## src/rtl/fp_result_packer_if.sv

```systemverilog
// Handshake bundle between an FP adder, the result packer and the downstream consumer.
// The master side drives the adder result and the output back-pressure; the slave side
// (the packer) answers with acceptance and the packed binary16 result.
interface fp_result_packer_if;
    logic        in_valid;
    logic        in_ready;
    logic [11:0] in_mant;
    logic [5:0]  in_exp;
    logic        in_sgn;
    logic        out_valid;
    logic        out_ready;
    logic [15:0] out_data;
    logic        out_ovf;
    logic        out_unf;
    logic        out_zero;

    modport master (
        output in_valid, in_mant, in_exp, in_sgn, out_ready,
        input  in_ready, out_valid, out_data, out_ovf, out_unf, out_zero
    );

    modport slave (
        input  in_valid, in_mant, in_exp, in_sgn, out_ready,
        output in_ready, out_valid, out_data, out_ovf, out_unf, out_zero
    );
endinterface

```

## src/rtl/fp_result_packer.sv

```systemverilog
// Two-stage packer turning a raw adder result (12-bit mantissa with carry, wrapped
// 6-bit exponent) into a truncated binary16 word with zero/underflow/overflow flags.
// S1 normalises and classifies, S2 packs and presents the result; a result counter
// and a saturating exception counter track completed output transfers.
module fp_result_packer #(
    parameter int CNT_W = 8
) (
    input  logic                 clk,
    input  logic                 rst,
    fp_result_packer_if.slave    bus,
    input  logic                 clr_cnt,
    output logic [CNT_W-1:0]     res_cnt,
    output logic [CNT_W-1:0]     exc_cnt
);

    // Index of the most significant set bit; 0 when the mantissa is empty
    // (the zero class overrides everything derived from it).
    function automatic logic [3:0] lead_one(input logic [11:0] m);
        logic [3:0] idx;
        idx = 4'd0;
        for (int i = 0; i < 12; i++) begin
            idx = m[i] ? 4'(i) : idx;
        end
        return idx;
    endfunction

    // Stage 1 registers: classified, normalised fields
    logic        r_s1_valid;
    logic        r_s1_sgn;
    logic        r_s1_zero;
    logic        r_s1_unf;
    logic        r_s1_ovf;
    logic [4:0]  r_s1_exp;
    logic [9:0]  r_s1_frac;

    // Stage 2 registers: the presented result
    logic        r_out_valid;
    logic [15:0] r_out_data;
    logic        r_out_ovf;
    logic        r_out_unf;
    logic        r_out_zero;

    logic [CNT_W-1:0] r_res_cnt;
    logic [CNT_W-1:0] r_exc_cnt;

    logic              w_s2_adv;
    logic              w_in_ready;
    logic              w_out_fire;
    logic [3:0]        w_p;
    logic [3:0]        w_shamt;
    logic signed [7:0] w_e_base;
    logic signed [7:0] w_e;
    logic [9:0]        w_frac;
    logic [9:0]        w_frac_sh;
    logic              w_zero;
    logic              w_unf;
    logic              w_ovf;
    logic [15:0]       w_pack;

    // Output stage moves whenever it is empty or its result is being taken;
    // the input side only looks at state and out_ready.
    assign w_s2_adv   = !r_out_valid || bus.out_ready;
    assign w_in_ready = !r_s1_valid || w_s2_adv;
    assign w_out_fire = r_out_valid && bus.out_ready;

    assign w_p       = lead_one(bus.in_mant);
    assign w_shamt   = 4'd10 - w_p;
    assign w_frac_sh = 10'(bus.in_mant << w_shamt);
    // Exponent codes 0..32 are positive, 33..63 stand for code-64.
    assign w_e_base  = (bus.in_exp > 6'd32) ? {2'b11, bus.in_exp} : {2'b00, bus.in_exp};

    // Normalise: a carry shifts right by one, otherwise shift the leading one up to bit 10
    always_comb begin
        w_e    = w_e_base;
        w_frac = w_frac_sh;
        if (w_p == 4'd11) begin
            w_e    = w_e_base + 8'sd1;
            w_frac = bus.in_mant[10:1];
        end else begin
            w_e    = w_e_base - {4'd0, w_shamt};
            w_frac = w_frac_sh;
        end
    end

    assign w_zero = (bus.in_mant == 12'd0);
    assign w_unf  = (w_e <= 8'sd0);
    assign w_ovf  = (w_e >= 8'sd31);

    // Build the binary16 word from the stage-1 class; zero always packs as +0
    always_comb begin
        w_pack = 16'h0000;
        if (r_s1_zero) begin
            w_pack = 16'h0000;
        end else if (r_s1_unf) begin
            w_pack = {r_s1_sgn, 15'h0000};
        end else if (r_s1_ovf) begin
            w_pack = {r_s1_sgn, 5'h1F, 10'h000};
        end else begin
            w_pack = {r_s1_sgn, r_s1_exp, r_s1_frac};
        end
    end

    // Stage 1: capture the classified input whenever the stage can accept
    always_ff @(posedge clk) begin
        if (rst) begin
            r_s1_valid <= 1'b0;
            r_s1_sgn   <= 1'b0;
            r_s1_zero  <= 1'b0;
            r_s1_unf   <= 1'b0;
            r_s1_ovf   <= 1'b0;
            r_s1_exp   <= 5'd0;
            r_s1_frac  <= 10'd0;
        end else if (w_in_ready) begin
            r_s1_valid <= bus.in_valid;
            r_s1_sgn   <= bus.in_sgn;
            r_s1_zero  <= w_zero;
            r_s1_unf   <= !w_zero && w_unf;
            r_s1_ovf   <= !w_zero && !w_unf && w_ovf;
            r_s1_exp   <= w_e[4:0];
            r_s1_frac  <= w_frac;
        end
    end

    // Stage 2: load the packed word when advancing, otherwise hold it stable
    always_ff @(posedge clk) begin
        if (rst) begin
            r_out_valid <= 1'b0;
            r_out_data  <= 16'h0000;
            r_out_ovf   <= 1'b0;
            r_out_unf   <= 1'b0;
            r_out_zero  <= 1'b0;
        end else if (w_s2_adv) begin
            r_out_valid <= r_s1_valid;
            if (r_s1_valid) begin
                r_out_data <= w_pack;
                r_out_ovf  <= r_s1_ovf;
                r_out_unf  <= r_s1_unf;
                r_out_zero <= r_s1_zero;
            end
        end
    end

    // Transfer counters: clear beats increment, exception count saturates
    always_ff @(posedge clk) begin
        if (rst || clr_cnt) begin
            r_res_cnt <= {CNT_W{1'b0}};
            r_exc_cnt <= {CNT_W{1'b0}};
        end else if (w_out_fire) begin
            r_res_cnt <= r_res_cnt + {{(CNT_W-1){1'b0}}, 1'b1};
            if ((r_out_ovf || r_out_unf) && (r_exc_cnt != {CNT_W{1'b1}})) begin
                r_exc_cnt <= r_exc_cnt + {{(CNT_W-1){1'b0}}, 1'b1};
            end
        end
    end

    assign bus.in_ready  = w_in_ready;
    assign bus.out_valid = r_out_valid;
    assign bus.out_data  = r_out_data;
    assign bus.out_ovf   = r_out_ovf;
    assign bus.out_unf   = r_out_unf;
    assign bus.out_zero  = r_out_zero;
    assign res_cnt       = r_res_cnt;
    assign exc_cnt       = r_exc_cnt;

endmodule
```

## src/flat_wrapper.sv

```systemverilog
// flat-port wrapper written by rule: the top's interface ports become plain ports
module fp_result_packer_flat 
#(
    parameter int CNT_W = 8
)
  (clk, rst, clr_cnt, res_cnt, exc_cnt, bus_in_valid, bus_in_mant, bus_in_exp, bus_in_sgn, bus_out_ready, bus_in_ready, bus_out_valid, bus_out_data, bus_out_ovf, bus_out_unf, bus_out_zero);
  fp_result_packer_if bus_i ();
  input  logic clk;
  input  logic rst;
  input  logic clr_cnt;
  output logic [CNT_W-1:0] res_cnt;
  output logic [CNT_W-1:0] exc_cnt;
  input wire logic [$bits(bus_i.in_valid)-1:0] bus_in_valid;
  input wire logic [$bits(bus_i.in_mant)-1:0] bus_in_mant;
  input wire logic [$bits(bus_i.in_exp)-1:0] bus_in_exp;
  input wire logic [$bits(bus_i.in_sgn)-1:0] bus_in_sgn;
  input wire logic [$bits(bus_i.out_ready)-1:0] bus_out_ready;
  output wire logic [$bits(bus_i.in_ready)-1:0] bus_in_ready;
  output wire logic [$bits(bus_i.out_valid)-1:0] bus_out_valid;
  output wire logic [$bits(bus_i.out_data)-1:0] bus_out_data;
  output wire logic [$bits(bus_i.out_ovf)-1:0] bus_out_ovf;
  output wire logic [$bits(bus_i.out_unf)-1:0] bus_out_unf;
  output wire logic [$bits(bus_i.out_zero)-1:0] bus_out_zero;
  assign bus_i.in_valid = bus_in_valid;
  assign bus_i.in_mant = bus_in_mant;
  assign bus_i.in_exp = bus_in_exp;
  assign bus_i.in_sgn = bus_in_sgn;
  assign bus_i.out_ready = bus_out_ready;
  assign bus_in_ready = bus_i.in_ready;
  assign bus_out_valid = bus_i.out_valid;
  assign bus_out_data = bus_i.out_data;
  assign bus_out_ovf = bus_i.out_ovf;
  assign bus_out_unf = bus_i.out_unf;
  assign bus_out_zero = bus_i.out_zero;
  fp_result_packer #(.CNT_W(CNT_W)) u_core (.clk(clk), .rst(rst), .bus(bus_i), .clr_cnt(clr_cnt), .res_cnt(res_cnt), .exc_cnt(exc_cnt));
endmodule
```

## config.mk

```make
export PLATFORM = sky130hd
export DESIGN_NAME = fp_result_packer_flat
export DESIGN_NICKNAME = d
export VERILOG_FILES = /design/src/rtl/fp_result_packer_if.sv /design/src/rtl/fp_result_packer.sv /design/src/flat_wrapper.sv
export SDC_FILE = /design/constraint.sdc
export NUM_CORES = 1
export LEC_CHECK = 0
export ABC_AREA = 0
export CAP_MARGIN = 15
export CELL_PAD_IN_SITES_DETAIL_PLACEMENT = 1
export CELL_PAD_IN_SITES_GLOBAL_PLACEMENT = 1
export CORE_ASPECT_RATIO = 0.7
export CORE_MARGIN = 2
export CORE_UTILIZATION = 43
export CTS_BUF_LIST = sky130_fd_sc_hd__clkbuf_4 sky130_fd_sc_hd__clkbuf_8
export CTS_CLUSTER_DIAMETER = 120
export DETAILED_ROUTE_END_ITERATION = 6
export GPL_TIMING_DRIVEN = 0
export MAX_ROUTING_LAYER = met4
export PLACE_DENSITY = 0.88
export SLEW_MARGIN = 20
export SYNTH_ARGS = -nofsm -noshare
export SYNTH_HDL_FRONTEND = slang
export SYNTH_SLANG_ARGS = --single-unit
```

## constraint.sdc

```tcl
create_clock -name clk -period 10.54 [get_ports clk]
set_clock_uncertainty 0.15 [all_clocks]
set_input_delay 2.635 -clock clk [delete_from_list [all_inputs] [get_ports clk]]
set_output_delay 2.635 -clock clk [all_outputs]
set_load 0.03 [all_outputs]
```

==> metrics.txt <==
Die Width around 110 µm; Placed Cells incl. Taps approximately 530; unique cell type count in the Yosys netlist between 60 and 70; max cap viols 0; data arrival time of the worst path between 4 and 5 ns; Final Core Density 0.5527; Mapped Area approximately 3200 µm²; routability congestion estimate from global placement slightly below 0.9; count of standard-cell rows 26; pin count of the biggest net entering global routing 16; crit-path max cell delay between 0.7 and 0.8 ns; violation count after the first detailed-routing iteration 110; kind of launch point of the worst setup path input pin; register bit count reported by yosys 56; main area contributors after synthesis sky130_fd_sc_hd__dfxtp_1, sky130_fd_sc_hd__nor2_1, sky130_fd_sc_hd__mux4_2; total of cells resized after clock tree synthesis 0; final count of hold timing violations 0; post-place setup slack approximately 2.9 ns; antenna diode instance count 0; clk sinks between 50 and 60; Die Y-Extent roughly 76 µm; Tmin final between 7 and 8 ns; net switching power around 0.00014 W; maximum root-to-sink buffer count 2; Boundary Pins 61; routed vias/inst around 5.7; clock buffer count from CTS 5; Max Slew Vio Count 0; die area approximately 8100 µm²; dominant delay contributor by cell family on the critical path buffers and inverters; path category of the worst min-delay check flip-flop to flip-flop; Nets around 470; total nets after synthesis between 300 and 400; Post-synth top cells sky130_fd_sc_hd__dfxtp_1, sky130_fd_sc_hd__nor2_1, sky130_fd_sc_hd__nand2_1; most common flop cell mapped by yosys sky130_fd_sc_hd__dfxtp_1; DRC viols 0; share of synthesized area occupied by flip-flops and latches 0.3549; layout-stage area growth over the synthesis result 26.34%; switching part of the total 0.2960; FF-to-FF path depth 6; run status completed; Fillers just under 900; antenna violations before repair 0; number of endpoints failing setup at the final stage 0; number of port buffers 60; WL/cell 17.69 µm; cell-by-cell trace of the critical path clkdlybuf4s50_1 -> nor2b_1 -> and2_1 -> buf_4 -> inv_1 -> clkbuf_1 -> clkdlybuf4s50_1; overall overflow remaining after global route 0; clock power share 0.267; starting density of the core 0.4375; latest clock arrival within the worst-skew pair between 0.3 and 0.4 ns; number of buffers inserted by hold repair at cts 0; stages on the worst setup path 7; share of final-layout standard cells stronger than drive strength 1 0.09633; most common cell type on the critical path sky130_fd_sc_hd__clkdlybuf4s50_1; vias in the first global route roughly 3000; Setup CP Type input pin to output pin; Max VDD drop between 0.06 and 0.07 mV; Internal Dissipation 0.0003322 W; actual slew at the worst max-slew pin between 0.9 and 1 ns; Bufs and invs on worst path 5; Floorplan Core Area roughly 7200 µm²; Max Fanout on Critical Path 10; count of antenna-violating nets left after detailed routing 0; Total Routed Length approximately 9400 µm; sum of net half-perimeters after detailed placement approximately 7400 µm; overall power consumption 0.0004719 W; Clock transition at path regs ~0.09 ns; number of buffers inserted by post-CTS setup repair 0; combinational share of power 0.250; clock tree from TritonCTS done; level count of the clock H-tree 2; post-route worst setup slack approximately 2.9 ns; Setup TNS 0 ns; highest clock frequency the design can meet ~130 MHz; CTS root buf sky130_fd_sc_hd__clkbuf_8; setup repair after global routing missed its margin false; overall global routing resource usage 0.2505; synthesized instance count 367; Ys Warns 0; endpoint class of the critical path output pin; Cell Pwr Density around 120 nW/µm²; Post-synth EDFFs 0; Max-Slew Margin vs Limit 0.3636; Avg Inst Size Synth 8.608 µm²; hold-critical path depth 2; final cell count without fillers between 500 and 600; post-synth top area share 0.3549; global-route wire length before repair 15130 µm; CP max-delay cell sky130_fd_sc_hd__clkdlybuf4s50_1; Static Leak 1.441 nW; cell taking the most area after synthesis sky130_fd_sc_hd__dfxtp_1; total number of vias ~3000; required arrival time at the worst endpoint just under 8 ns; Async S/R FF share, synth 0; sequential fraction of design power 0.483; period utilisation layout 0.7243; drt pass-1 iters 4
-- final cells by class --
cell class                      count  area [µm²]  share of cell area
Sequential cell                    56        1121              0.2809
Timing Repair Buffer               61       605.6              0.1517
Tap cell                           98       122.6             0.03072
Clock buffer                        8       97.59             0.02445
Inverter                           15       56.30             0.01411
Multi-Input combinational cell    276        1863              0.4668
Buffer                             20       125.1             0.03135
-- worst reg2reg max path: cells and delay by family (launching register included) --
| kind | cells | cell delay (ns) |
|---|---|---|
| simple gates | 3 | 0.70 |
| flops | 1 | 0.35 |
| buf+inv | 1 | 0.32 |
| compound gates | 1 | 0.27 |
| xor+xnor | 1 | 0.14 |
-- worst paths after layout --
kind                                 from                       to  slack (ns)
setup / recovery            bus_out_ready             bus_in_ready        2.91
hold / removal    u_core.bus.out_data[15]  u_core.bus.out_data[15]        0.31
setup reg to reg     u_core.bus.out_valid        u_core.exc_cnt[7]        8.49
hold reg to reg   u_core.bus.out_data[15]  u_core.bus.out_data[15]        0.31
-- per-stage QoR --
step                hold slack (ns)  cell area [µm²]
floorplan                    0.2819             3159
global placement             0.2893             3882
detailed placement           0.2982             3894
CTS                          0.3121             3991
global route                 0.3360             3991
finish                       0.3109             3991
-- placed cells by master, fill, tap and decap left out, types with 11 or more instances in the layout --
cell                               n
sky130_fd_sc_hd__a22oi_1          11
sky130_fd_sc_hd__o21ai_0          13
sky130_fd_sc_hd__inv_1            14
sky130_fd_sc_hd__nor3_1           21
sky130_fd_sc_hd__clkbuf_1         12
sky130_fd_sc_hd__nor2_1           56
sky130_fd_sc_hd__nand2_1          30
sky130_fd_sc_hd__dfxtp_1          56
sky130_fd_sc_hd__clkdlybuf4s50_1  60
sky130_fd_sc_hd__a21oi_1          21
-- cells by family (layout without fill, tap and decap cells) --
family          after synthesis  in the layout  share of synthesized area
buf+inv                      35            104                    0.05742
xor+xnor                     17             17                    0.05545
fa+ha+maj                    12             12                    0.04752
mux                          16             16                    0.07961
simple gates                151            151                     0.2341
compound gates               80             80                     0.1711
flops                        56             56                     0.3549
-- flip-flops by register name (all words and copies together), names as in the netlist --
register,count
u_core.bus.out_ovf,1
u_core.r_s1_unf,1
u_core.r_s1_zero,1
u_core.bus.out_unf,1
u_core.r_s1_frac,10
u_core.res_cnt,8
u_core.exc_cnt,8
u_core.r_s1_ovf,1
u_core.bus.out_data,16
u_core.r_s1_exp,5
u_core.r_s1_sgn,1
u_core.r_s1_valid,1
u_core.bus.out_zero,1
u_core.bus.out_valid,1
-- power by group through the flow --
stage | clock network [W] | logic, W | registers (W)
after floorplan | 0 | 0.0000714 | 0.000237
after global placement | 0 | 0.000111 | 0.000232
after detailed placement | 0 | 0.000117 | 0.000233
after CTS | 0.000130 | 0.000117 | 0.000228
after global routing | 0.000137 | 0.000128 | 0.000229
final | 0.000126 | 0.000118 | 0.000228
-- per-layer routing --
layer,global-route usage,vias to the layer above,share of wire
met5,-,-,0
met4,0.08802,0,0.018
met3,0.04534,18,0.042
met2,0.4024,76,0.47
met1,0.3238,1464,0.47
li1,-,1461,-
Note: power is estimated with default switching activity, not from simulation.
